--- src/rtl/pool3_scheduler.sv ---
`default_nettype none
// ============================================================================
// Module      : pool3_scheduler
// Description : Sequences the pooling datapath over NUM_CH channels. Each
//               channel gets a one-cycle setup, a watchdog-guarded compute
//               window (cal_en) and a minimum idle gap. A one-cycle
//               layer_done pulse follows the last channel.
// Revision    : 1.0 - initial release
// ============================================================================
module pool3_scheduler #(
  parameter int NUM_CH    = 16,
  parameter int CH_STRIDE = 25,
  parameter int GAP       = 4,
  parameter int TIMEOUT   = 1023
) (
  input  logic        clk,
  input  logic        rst,
  input  logic        start,
  input  logic        abort,
  input  logic        pool_done,
  output logic        cal_en,
  output logic [11:0] base_position,
  output logic [4:0]  ch_idx,
  output logic        busy,
  output logic        layer_done,
  output logic        timeout_err
);

  localparam logic [4:0]  LAST_CH  = 5'(NUM_CH - 1);
  localparam logic [11:0] STRIDE   = 12'(CH_STRIDE);
  localparam logic [11:0] WD_LIMIT = 12'(TIMEOUT);
  localparam logic [3:0]  GAP_LAST = 4'(GAP - 1);

  typedef enum logic [2:0] {
    ST_IDLE  = 3'd0,
    ST_SETUP = 3'd1,
    ST_RUN   = 3'd2,
    ST_GAP   = 3'd3,
    ST_DONE  = 3'd4
  } state_t;

  state_t      state_q, state_d;
  logic [4:0]  ch_idx_q, ch_idx_d;
  logic [11:0] base_q, base_d;
  logic [11:0] wd_q, wd_d;
  logic [3:0]  gap_q, gap_d;
  logic        terr_q, terr_d;
  logic        cal_en_q, cal_en_d;
  logic        busy_q, busy_d;
  logic        layer_done_q, layer_done_d;

  // Next-state, counter and registered-output computation
  always_comb begin
    state_d  = state_q;
    ch_idx_d = ch_idx_q;
    base_d   = base_q;
    wd_d     = wd_q;
    gap_d    = gap_q;
    terr_d   = terr_q;

    case (state_q)
      ST_IDLE: begin
        if (start && !abort) begin
          state_d  = ST_SETUP;
          ch_idx_d = 5'd0;
          base_d   = 12'd0;
          terr_d   = 1'b0;
        end
      end
      ST_SETUP: begin
        // Watchdog starts from zero on the first RUN cycle
        state_d = ST_RUN;
        wd_d    = 12'd0;
      end
      ST_RUN: begin
        wd_d = wd_q + 12'd1;
        if (pool_done) begin
          // Completion beats a simultaneous watchdog expiry
          state_d = ST_GAP;
          gap_d   = 4'd0;
        end else if (wd_q == WD_LIMIT) begin
          state_d = ST_IDLE;
          terr_d  = 1'b1;
        end
      end
      ST_GAP: begin
        // Wait out the minimum gap and for the datapath to drop pool_done,
        // so a lingering completion is never credited to the next channel
        if ((gap_q >= GAP_LAST) && !pool_done) begin
          if (ch_idx_q == LAST_CH) begin
            state_d = ST_DONE;
          end else begin
            state_d  = ST_SETUP;
            ch_idx_d = ch_idx_q + 5'd1;
            base_d   = base_q + STRIDE;
          end
        end else if (gap_q != 4'hF) begin
          gap_d = gap_q + 4'd1;
        end
      end
      ST_DONE: begin
        state_d = ST_IDLE;
      end
      default: begin
        state_d = ST_IDLE;
      end
    endcase

    // Abort overrides everything outside IDLE; channel position and error
    // flag are left as they were
    if (abort && (state_q != ST_IDLE)) begin
      state_d  = ST_IDLE;
      ch_idx_d = ch_idx_q;
      base_d   = base_q;
      terr_d   = terr_q;
    end

    cal_en_d     = (state_d == ST_RUN);
    busy_d       = (state_d != ST_IDLE);
    layer_done_d = (state_d == ST_DONE);
  end

  // State and output registers with synchronous reset
  always_ff @(posedge clk) begin
    if (rst) begin
      state_q      <= ST_IDLE;
      ch_idx_q     <= 5'd0;
      base_q       <= 12'd0;
      wd_q         <= 12'd0;
      gap_q        <= 4'd0;
      terr_q       <= 1'b0;
      cal_en_q     <= 1'b0;
      busy_q       <= 1'b0;
      layer_done_q <= 1'b0;
    end else begin
      state_q      <= state_d;
      ch_idx_q     <= ch_idx_d;
      base_q       <= base_d;
      wd_q         <= wd_d;
      gap_q        <= gap_d;
      terr_q       <= terr_d;
      cal_en_q     <= cal_en_d;
      busy_q       <= busy_d;
      layer_done_q <= layer_done_d;
    end
  end

  assign cal_en        = cal_en_q;
  assign base_position = base_q;
  assign ch_idx        = ch_idx_q;
  assign busy          = busy_q;
  assign layer_done    = layer_done_q;
  assign timeout_err   = terr_q;

endmodule
`default_nettype wire
--- config.mk ---
export PLATFORM = sky130hd
export DESIGN_NAME = pool3_scheduler
export DESIGN_NICKNAME = d
export VERILOG_FILES = /design/src/rtl/pool3_scheduler.sv
export SDC_FILE = /design/constraint.sdc
export NUM_CORES = 1
export LEC_CHECK = 0
export BUFFER_PORTS_ARGS = -buffer_cell sky130_fd_sc_hd__buf_2
export CORE_MARGIN = 5
export CORE_UTILIZATION = 35
export CTS_CLUSTER_SIZE = 28
export DETAILED_ROUTE_END_ITERATION = 6
export SLEW_MARGIN = 40
export SYNTH_ARGS = -nofsm -noshare
export SYNTH_HDL_FRONTEND = slang
export SYNTH_SLANG_ARGS = --single-unit
--- constraint.sdc ---
create_clock -name clk -period 2.6 [get_ports clk]
set_input_delay 0 -clock clk [delete_from_list [all_inputs] [get_ports clk]]
set_output_delay 0 -clock clk [all_outputs]
set_load 0.03 [all_outputs]
---- Word level (Yosys, flattened, before mapping) ----
Index checks and enable logic that the tools add are counted.
word-level totals
  ROM bits ................................ 0
  output and inout bits ................... 21
  bits in writable memories ............... 0
  logic and storage cells ................. 70
  memories kept ........................... 0
  latch bits .............................. 0
  bits of input ports ..................... 5
  bits in registers ....................... 40
cells by class
  divide/modulo/power cells ............... 0
  multiply operators ...................... 0
  eq/ne operators ......................... 16
  bitwise gates (word level) .............. 1
  shifts and indexed selects .............. 0
  $add $sub $neg .......................... 4
  reductions and logical operators ........ 15
  mux-type cells .......................... 24
  order comparisons ....................... 1
operators by type and width
  kind                     number
  $pmux W12 S2             2
  $mux W12                 3
  $mux W3                  6
  $ne A2 B2 Y1 const B     8
  $mux W5                  3
  $add A12 B1 Y12 const B  1
  $add A12 B5 Y12 const B  1
  $eq A12 B10 Y1 const B   1
  $mux W4                  3
  $pmux W3 S4              1
  $pmux W5 S2              1
  $reduce_and A5 Y1        2
  $eq A3 B2 Y1 const B     3
  $pmux W4 S2              1
  $reduce_bool A2 Y1       4
  $reduce_bool A3 Y1       2
  $add A5 B1 Y5 const B    1
  $eq A5 B4 Y1 const B     1
  $add A4 B1 Y4 const B    1
  $ge A4 B2 Y1 const B     1
  $ne A4 B4 Y1 const B     1
  $reduce_and A4 Y1        1
  $eq A3 B1 Y1 const B     1
  $eq A3 B3 Y1 const B     1
  6 further kinds          11

---- Logic depth before layout (Yosys ltp) ----
Gate-level depths: netlist of the first run.
  word-level depth ........................ 6
  depth in mapped cells ................... 8
  mapped depth without buffers ............ 7

---- Worst setup path before layout of the first run ----
No wires, ideal clock.
  path type ............................... register to register
  from .................................... register ch_idx_q[0] (netlist: ch_idx[0])
  to ...................................... register base_q[3] (netlist: base_position[3])
  slack ................................... 357 ps
  stages on the path, launching flop included .. 8
  data arrival time ....................... 2172 ps
  period minus slack after synthesis ...... 2243 ps
  path buffers ............................ 1
  required time ........................... 2530 ps
  library setup time ...................... 70 ps
  cells stage by stage .................... dfxtp_1 ha_1 and3_1 ha_1 o31a_1 buf_6 or4_1 a21oi_1
on the way
  word-level cells in the longest chain between the ends .. 3
ends and longest elaborated chain
  what                         RTL line  text
  from (decl)                  43        logic [4:0] ch_idx_q, ch_idx_d;
  from (signal assigned)       137       ch_idx_q <= ch_idx_d;
  $eq A5 B4 Y1                 90        if (ch_idx_q == LAST_CH) begin
  $ne A2 B2 Y1 (no line)       -
  $reduce_and A5 Y1 (no line)  -
  to (signal assigned)         138       base_q <= base_d;
  to (decl)                    44        logic [11:0] base_q, base_d;
Every way passes these cells.
A chain may end at the register's enable or synchronous reset.

---- Final worst setup path of the first run ----
Same ends and word-level chain as after synthesis.

==> results.json, run 1 <==
{
  "grt_max_degree": 25,
  "setup_viol": 0,
  "leakagePower_nw": 0.850,
  "outcome": "completed",
  "syn_area_mm2": 0.00207,
  "drive_gt1_share_pct": 17.3,
  "vias": 1854,
  "crit_type": "reg -> reg",
  "grt_pass1_vias": 1653,
  "initial_core_util_pct": 35.4,
  "clockRootBuffer": "clkbuf_8",
  "rsz0062_at_grt": "no",
  "synth-seq-cells": 40,
  "p_per_area_mw_per_mm2": 526,
  "max_freq_mhz": 430,
  "ys_seq_area_share_pct": 38.7,
  "worst_slack_ns": 0.275,
  "grt_pass1_wl_um": 7850,
  "crit_arrival_ns": 2.55,
  "n_antenna_cell": 0,
  "drt_first_iter_violations": 99,
  "syn_avg_cell_area_um2": 8.41,
  "mostFrequentLayoutCell": "dfxtp_1",
  "die-area_mm2": 0.00755,
  "core_mm2": 0.00585,
  "synth_edf_count": 0,
  "hold_violations": 0,
  "cpMaxStageDelayCell": "or4_1",
  "hold_buffers": 0,
  "hpwl_um": 3240,
  "ir_worst_vdd_uv": 192,
  "synthCells": 246,
  "fin_crit_sh_pct": 89.4,
  "synthFlopType": "dfxtp_1",
  "drc_errors": 0,
  "numCtsBuffers": 5,
  "dp_slack_ns": 0.275,
  "synthTopCellsByArea": "dfxtp_1 39%, a21oi_1 4.8%, o31ai_1 4.4%",
  "port_buffers": 25,
  "async_reset_ff_share_pct": 0,
  "drtPass1Iterations": 4,
  "path_cells": "ha_1 > and3_1 > ha_1 > o31a_1 > or4_1 > a21oi_1",
  "fill_cells": 605,
  "num_io_pins": 26,
  "post-route-min-period_ns": 2.32,
  "areaGrowthSynthToFinish_pct": 12.8,
  "tightest_slew_ns": 0.756,
  "drtAntennaViolNets": 0,
  "worst-path-buf-inv": 0,
  "htreeDepth": 2,
  "synth_top_area_share_pct": 38.7,
  "clock-sinks": 40,
  "slowest_delay_ns": 0.58,
  "ctsResizeCount": 0,
  "fin_tns_setup_ns": 0,
  "path_common_cell": "ha_1",
  "cts_setup_buffers": 0,
  "cts.path.max_buffers": 2,
  "yosys.area.top_type": "dfxtp_1",
  "finClkSkew_ns": 0.0109,
  "synth_nets": 256,
  "yosys_warnings": 0,
  "path_max_fanout": 24,
  "drv_cap": 0,
  "path_clk_slew_ns": 0.08,
  "finalWeightedCongestion": 0.766,
  "ys_types": 51,
  "fp.dieW_um": 86.9,
  "cpLargestDelayFamily": "simple AND/OR/NAND/NOR gates",
  "cp.required_ns": 2.83,
  "holdCritPathClass": "in -> reg",
  "fp-row-count": 28,
  "die_h_um": 86.9,
  "grt_overflow": 0,
  "viasPerCell": 5.44,
  "nNetsFinal": 275,
  "antenna_found_initial": 0,
  "drv_slew": 0,
  "insertion_delay_ns": 0.29,
  "setup.worst_path.end_class": "register",
  "slew_headroom_pct": 49.6,
  "routed_wl_um": 4670,
  "most-common-layout-cells": "40 x dfxtp_1, 25 x buf_2, 22 x nand2_1",
  "track_usage_pct": 12.9,
  "avgRoutedWirePerCell_um": 13.7,
  "tritoncts": "built",
  "worst_setup_path_start_kind": "register"
}
layout make-up:
cell class	count	area [um2]	share of cell area (%)
multi-input combinational	183	1170	49.9
sequential	40	801	34.3
timing repair buffer	26	133	5.68
tap	75	93.8	4.02
clock buffer	6	72.6	3.11
clock inverter	2	35.0	1.50
inverter	9	33.8	1.45
Yosys cell counts (all sizes together) (2+ instances only):
| cell | instances |
|---|---|
| nand2 | 22 |
| a21oi | 20 |
| mux2 | 4 |
| o211ai | 2 |
| a21o | 5 |
| and2 | 3 |
| nand4 | 3 |
| a311oi | 4 |
| and3b | 2 |
| dfxtp | 40 |
| o31ai | 12 |
| ha | 5 |
| nor4 | 6 |
| or4 | 12 |
| o21ai | 8 |
| nor2b | 2 |
| a22o | 2 |
| o22a | 2 |
| and3 | 3 |
| buf | 9 |
| or3 | 2 |
| a22oi | 2 |
| a31oi | 2 |
| mux2i | 2 |
| nor3b | 3 |
| nor2 | 20 |
| o22ai | 2 |
| clkbuf | 5 |
| nor3 | 5 |
| nand3 | 11 |
| inv | 9 |
| or3b | 3 |
| nand3b | 3 |
stage by stage:
| stage | hold slack, ns | util, % | area (um2) | instances | power (mW) |
|---|---|---|---|---|---|
| after floorplan | 0.177 | - | 2070 | 246 | 0.719 |
| after global placement | 0.414 | 38.0 | 2220 | 333 | 0.742 |
| after detailed placement | 0.421 | 38.1 | 2230 | 333 | 0.744 |
| after CTS | 0.111 | 39.9 | 2330 | 341 | 1.25 |
| after global routing | 0.119 | 39.9 | 2330 | 341 | 1.28 |
| final | 0.115 | 39.9 | 2330 | 341 | 1.23 |
registers in the layout, indices dropped and copies added (netlist names):
| name | flops |
|---|---|
| busy | 1 |
| gap_q | 4 |
| timeout_err | 1 |
| layer_done | 1 |
| cal_en | 1 |
| state_q | 3 |
| wd_q | 12 |
| base_position | 12 |
| ch_idx | 5 |
metal layers:
layer	up-vias	wire (um)	track usage (%)
li1	966	-	-
met1	858	2360	17.6
met2	24	2050	19.9
met3	6	189	3.41
met4	0	61	4.25
met5	-	0	0
final timing paths:
check        slack, ns                      startpoint  depth (start not counted)                        endpoint
max               0.28          ch_idx[0]$_SDFFE_PP0P_                          6   base_position[3]$_SDFFE_PP0P_
min               0.11                             rst                          2            wd_q[8]$_SDFFE_PP0P_
max reg2reg       0.28          ch_idx[0]$_SDFFE_PP0P_                          6   base_position[3]$_SDFFE_PP0P_
min reg2reg       0.49  base_position[11]$_SDFFE_PP0P_                          2  base_position[11]$_SDFFE_PP0P_
cells by family (layout without fill, tap and decap cells):
family,after synthesis,after routing,synth area share (%)
AND/OR/NAND/NOR,101,101,26.8
AO/OA/AOI/OAI,71,71,23.2
flip-flops,40,40,38.7
buffers and inverters,23,43,5.14
multiplexers,6,6,3.14
adder cells (fa/ha/maj),5,5,3.02
worst reg2reg max path, delay by kind of cell, from the launching register on:
family          cells  cell delay [ns]
fa+ha+maj           2             0.45
flops               1             0.34
simple gates        2             0.77
compound gates      2             0.71
where the power goes:
group          internal (mW)  total [mW]  switching, mW
combinational         0.0329      0.0989         0.0660
sequential             0.620       0.631         0.0107
clock                  0.285       0.499          0.214
total                  0.938        1.23          0.291
Note: power is estimated with default switching activity, not from simulation.
==> inputs of run 2 (changes only) <==
CORE_UTILIZATION = 57   (was 35)
PLACE_DENSITY = 0.79   (was not set)
==> run 2 against run 1 <==
  * Combinational power down 0.8%
  * Die area down 35%
  * Critical path depth unchanged
  * Design area down 2.1%
  * Sequential cell count unchanged
  * Largest cell class unchanged
==> results.json, run 2 (same netlist as run 1, synthesis figures left out) <==
{
  "whs_path_depth": 2,
  "drv_slew": 0,
  "nNetsFinal": 275,
  "path_max_fanout": 24,
  "grtUsageMet2_pct": 29.7,
  "fp-row-count": 21,
  "clockRootBuffer": "clkbuf_4",
  "drc_errors": 0,
  "cts_setup_buffers": 0,
  "post-route-min-period_ns": 2.35,
  "core_mm2": 0.00342,
  "dp_slack_ns": 0.297,
  "hold_path_end": "wd_q[9]$_SDFFE_PP0P_",
  "drtPass1Iterations": 4,
  "hold_buffers": 0,
  "crit_arrival_ns": 2.65,
  "leakagePower_nw": 0.846,
  "mostFrequentLayoutCell": "dfxtp_1",
  "drtAntennaViolNets": 0,
  "hpwl_um": 3120,
  "clock-sinks": 40,
  "vias": 1920,
  "ctsResizeCount": 0,
  "grt_overflow": 0,
  "rsz0062_at_grt": "no",
  "tightest_slew_ns": 0.717,
  "finClkSkew_ns": 0.0119,
  "grt_max_degree": 25,
  "hold_violations": 0,
  "areaGrowthSynthToFinish_pct": 10.5,
  "die_h_um": 70.3,
  "initial_core_util_pct": 60.6,
  "total_power_mw": 1.19,
  "holdCritPathClass": "in -> reg",
  "grt_pass1_vias": 1702,
  "worstRegToRegCells": 6,
  "reg2reg_from": "ch_idx[0]$_SDFFE_PP0P_",
  "cts.path.max_buffers": 2,
  "avgRoutedWirePerCell_um": 14.3,
  "drt_first_iter_violations": 160,
  "htreeDepth": 2,
  "setup.worst_path.end_class": "register",
  "outcome": "completed",
  "routed_wl_um": 4460,
  "tritoncts": "built",
  "port_buffers": 25,
  "setup_viol": 0,
  "fin_crit_sh_pct": 90.4,
  "drive_gt1_share_pct": 17.7,
  "reg2reg_to": "ch_idx[3]$_SDFFE_PP0P_",
  "viasPerCell": 6.15,
  "most-common-layout-cells": "40 x dfxtp_1, 25 x buf_2, 22 x nand2_1",
  "worst_setup_path_start_kind": "register",
  "antenna_found_initial": 0,
  "n_antenna_cell": 0,
  "slew_headroom_pct": 52.2,
  "busiest_layer": "met2",
  "worst_slack_ns": 0.249,
  "r2r_setup_slack_ns": 0.25,
  "path_clk_slew_ns": 0.12,
  "drv_cap": 0,
  "fin_tns_setup_ns": 0,
  "finalWeightedCongestion": 0.796,
  "crit_type": "reg -> reg",
  "num_io_pins": 26,
  "ir_worst_vdd_uv": 377,
  "grtUsageMet1_pct": 24.1,
  "min_from": "rst",
  "cp.required_ns": 2.90,
  "grt_use_met3_pct": 5.45,
  "grt_pass1_wl_um": 7680,
  "numCtsBuffers": 5,
  "fp.dieW_um": 70.3,
  "insertion_delay_ns": 0.36,
  "hold_slack_ns": 0.0292,
  "track_usage_pct": 18.9,
  "die-area_mm2": 0.00494,
  "p_per_area_mw_per_mm2": 520,
  "fill_cells": 299,
  "max_freq_mhz": 425
}
## run 2: changes by cell type in the layout (fill, tap and decap cells not counted), sizes merged
| cell | change |
|---|---|
| clkinv | -1 |
| clkbuf | +1 |
## run 2: metrics by stage
stage               cells  instance area [um2]  util (%)
floorplan             246                 2070         -
global placement      304                 2190      64.0
detailed placement    304                 2190      64.1
CTS                   312                 2290      66.9
global route          312                 2290      66.9
finish                312                 2290      66.9
## run 2: worst max-delay path, stage by stage (launching register included)
cell and delay, ns:
dfxtp_1 0.36, ha_1 0.22, and3_1 0.18, ha_1 0.23, o31a_1 0.55, or4_1 0.58, a21oi_1 0.16
## run 2: layer usage
metal,routed length (um),part of all wire [%],up-vias
met4,75,1.7,0
met5,0,0,-
met2,2000,45,30
li1,-,-,979
met3,191,4.3,7
met1,2200,49,904
## run 2: worst max-delay path by stage
| stage | from | endpoint | slack, ns |
|---|---|---|---|
| after floorplan | ch_idx[0]$_SDFFE_PP0P_ | base_position[3]$_SDFFE_PP0P_ | 0.36 |
| after global placement | ch_idx[0]$_SDFFE_PP0P_ | base_position[7]$_SDFFE_PP0P_ | 0.34 |
| after detailed placement | ch_idx[0]$_SDFFE_PP0P_ | ch_idx[3]$_SDFFE_PP0P_ | 0.30 |
| after CTS | ch_idx[0]$_SDFFE_PP0P_ | ch_idx[3]$_SDFFE_PP0P_ | 0.26 |
| after global routing | ch_idx[0]$_SDFFE_PP0P_ | ch_idx[3]$_SDFFE_PP0P_ | 0.09 |
| final | ch_idx[0]$_SDFFE_PP0P_ | ch_idx[3]$_SDFFE_PP0P_ | 0.25 |
## run 2: final cells by class
type	instances	area, um2	share of cell area (%)
sequential	40	801	35.0
inverter	9	33.8	1.48
tap	46	57.6	2.52
clock buffer	7	65.1	2.85
timing repair buffer	26	133	5.80
multi-input combinational	183	1170	51.0
clock inverter	1	30.0	1.31
## run 2: report_power, final
part | total (mW) | switching, mW | internal, mW | leakage (nW)
logic | 0.0981 | 0.0653 | 0.0328 | 0.472
registers | 0.632 | 0.0109 | 0.621 | 0.323
clock network | 0.458 | 0.203 | 0.255 | 0.0515
==> inputs of run 3 (changes only) <==
==> constraint.sdc (replaced) <==
create_clock -name clk -period 2.22 [get_ports clk]
set_input_delay 0.333 -clock clk [delete_from_list [all_inputs] [get_ports clk]]
set_output_delay 0.333 -clock clk [all_outputs]
set_load 0.03 [all_outputs]
==> run 3 against run 2 <==
  * Design area increased by 0.60%
  * Routed wire length increased by 0.38%
  * Setup slack got worse by 0.11 ns
  * Total power increased by 1.8%
  * First-iteration DRC count decreased by 21%
  * Clock skew increased by 0.0011 ns
  * Clock power decreased by 23%
  * Hold slack improved by 0.36 ns
  * Count of clock-buffer cells in the layout decreased by 1
  * Register-to-register slack got worse by 0.11 ns
  * Die area unchanged
  * Sequential cell count unchanged
==> results.json, run 3 (same netlist as run 1, synthesis figures left out) <==
{
  "outcome": "completed",
  "clockRootBuffer": "clkbuf_4",
  "htreeDepth": 2,
  "path_cells": "ha_1 > and3_1 > ha_1 > o31a_4 > or4_1 > a21oi_1",
  "fp-row-count": 21,
  "track_usage_pct": 19.0,
  "nNetsFinal": 282,
  "crit_type": "reg -> reg",
  "worst_setup_path_start_kind": "register",
  "avgRoutedWirePerCell_um": 14.1,
  "hold_violations": 0,
  "insertion_delay_ns": 0.35,
  "fin_tns_setup_ns": 0,
  "cts_setup_buffers": 0,
  "drive_gt1_share_pct": 19.9,
  "drt_first_iter_violations": 126,
  "initial_core_util_pct": 60.6,
  "finClkSkew_ns": 0.0130,
  "path_common_cell": "ha_1",
  "port_buffers": 25,
  "leakagePower_nw": 0.864,
  "drtPass1Iterations": 4,
  "crit_arrival_ns": 2.37,
  "grt_pass1_vias": 1756,
  "grt_max_degree": 22,
  "worst-path-buf-inv": 0,
  "setup_viol": 0,
  "clock-sinks": 40,
  "worst_slack_ns": 0.138,
  "drtAntennaViolNets": 0,
  "post-route-min-period_ns": 2.08,
  "tightest_slew_ns": 0.624,
  "fill_cells": 308,
  "cpLargestDelayFamily": "simple AND/OR/NAND/NOR gates",
  "cpMaxStageDelayCell": "or4_1",
  "path_max_fanout": 21,
  "numCtsBuffers": 5,
  "slew_headroom_pct": 58.4,
  "drv_slew": 0,
  "mostFrequentLayoutCell": "dfxtp_1",
  "antenna_found_initial": 0,
  "p_per_area_mw_per_mm2": 526,
  "cp.required_ns": 2.51,
  "hold_buffers": 0,
  "fp.dieW_um": 70.3,
  "fin_util_pct": 67.3,
  "drc_errors": 0,
  "hpwl_um": 3170,
  "vias": 1914,
  "holdCritPathClass": "in -> reg",
  "cts.path.max_buffers": 2,
  "hold_slack_ns": 0.387,
  "core_mm2": 0.00342,
  "fin_crit_sh_pct": 93.8,
  "viasPerCell": 6.02,
  "r2r_setup_slack_ns": 0.14,
  "areaGrowthSynthToFinish_pct": 11.1,
  "num_io_pins": 26,
  "tritoncts": "built",
  "dp_slack_ns": 0.00265,
  "path_clk_slew_ns": 0.12,
  "die_h_um": 70.3,
  "die-area_mm2": 0.00494,
  "grt_overflow": 0,
  "most-common-layout-cells": "39 x dfxtp_1, 25 x buf_2, 22 x nand2_1",
  "setup.worst_path.end_class": "register",
  "slowest_delay_ns": 0.53,
  "drv_cap": 0,
  "finalWeightedCongestion": 0.802,
  "grt_pass1_wl_um": 7800,
  "ir_worst_vdd_uv": 278,
  "routed_wl_um": 4480,
  "n_antenna_cell": 0,
  "max_freq_mhz": 480,
  "rsz0062_at_grt": "no"
}
## run 3: cell count changes in the layout (fill, tap and decap cells not counted), sizes merged
cell	delta
buf	+7
bufinv	-1
clkbuf	-1
clkinv	+1
## run 3: final cells by class
class                   count  area [um2]  area share, %
well taps                  46        57.6           2.50
flip-flops and latches     40         802           34.9
inverters                   9        33.8           1.47
repair buffers             33         185           8.05
clock buffers               6        41.3           1.80
clock inverters             1        5.00          0.218
multi-input cells         183        1170           51.1
## run 3: timing repair
item / in CTS / in global routing
pin swaps: 0 / 1
gates resized for setup: 1 / 1
setup endpoints to repair: 11 / 11
## run 3: metrics by stage
stage	power [mW]	cell area (um2)	instances
5_1_grt	1.26	2300	318
6_report	1.21	2300	318
3_5_place_dp	0.872	2240	311
2_1_floorplan	0.841	2070	246
4_1_cts	1.21	2290	318
3_3_place_gp	0.869	2240	311
## run 3: routing by layer
layer / track usage [%] / share of wire, % / vias up
met3: 3.73 / 3.7 / 7
met1: 25.3 / 50 / 895
met5: 0 / 0 / -
li1: - / - / 980
met2: 30.6 / 45 / 32
met4: 6.38 / 1.6 / 0
## run 3: worst paths after layout
check                                             from  depth (start not counted)                      to
worst max-delay path            ch_idx[0]$_SDFFE_PP0P_                          6  ch_idx[3]$_SDFFE_PP0P_
worst max register to register  ch_idx[0]$_SDFFE_PP0P_                          6  ch_idx[3]$_SDFFE_PP0P_
worst min-delay path                               rst                          2    wd_q[0]$_SDFFE_PP0P_
worst min register to register  ch_idx[0]$_SDFFE_PP0P_                          1  ch_idx[0]$_SDFFE_PP0P_
## run 3: worst reg2reg max path, delay by kind of cell, from the launching register on
family / cells / cell delay (ns)
fa+ha+maj: 2 / 0.42
flops: 1 / 0.36
simple gates: 2 / 0.72
compound gates: 2 / 0.52
## run 3: report_power, final
| group | switching, mW | total [mW] | internal (mW) |
|---|---|---|---|
| Combinational | 0.0765 | 0.116 | 0.0397 |
| Sequential | 0.0131 | 0.740 | 0.727 |
| Clock | 0.236 | 0.353 | 0.117 |
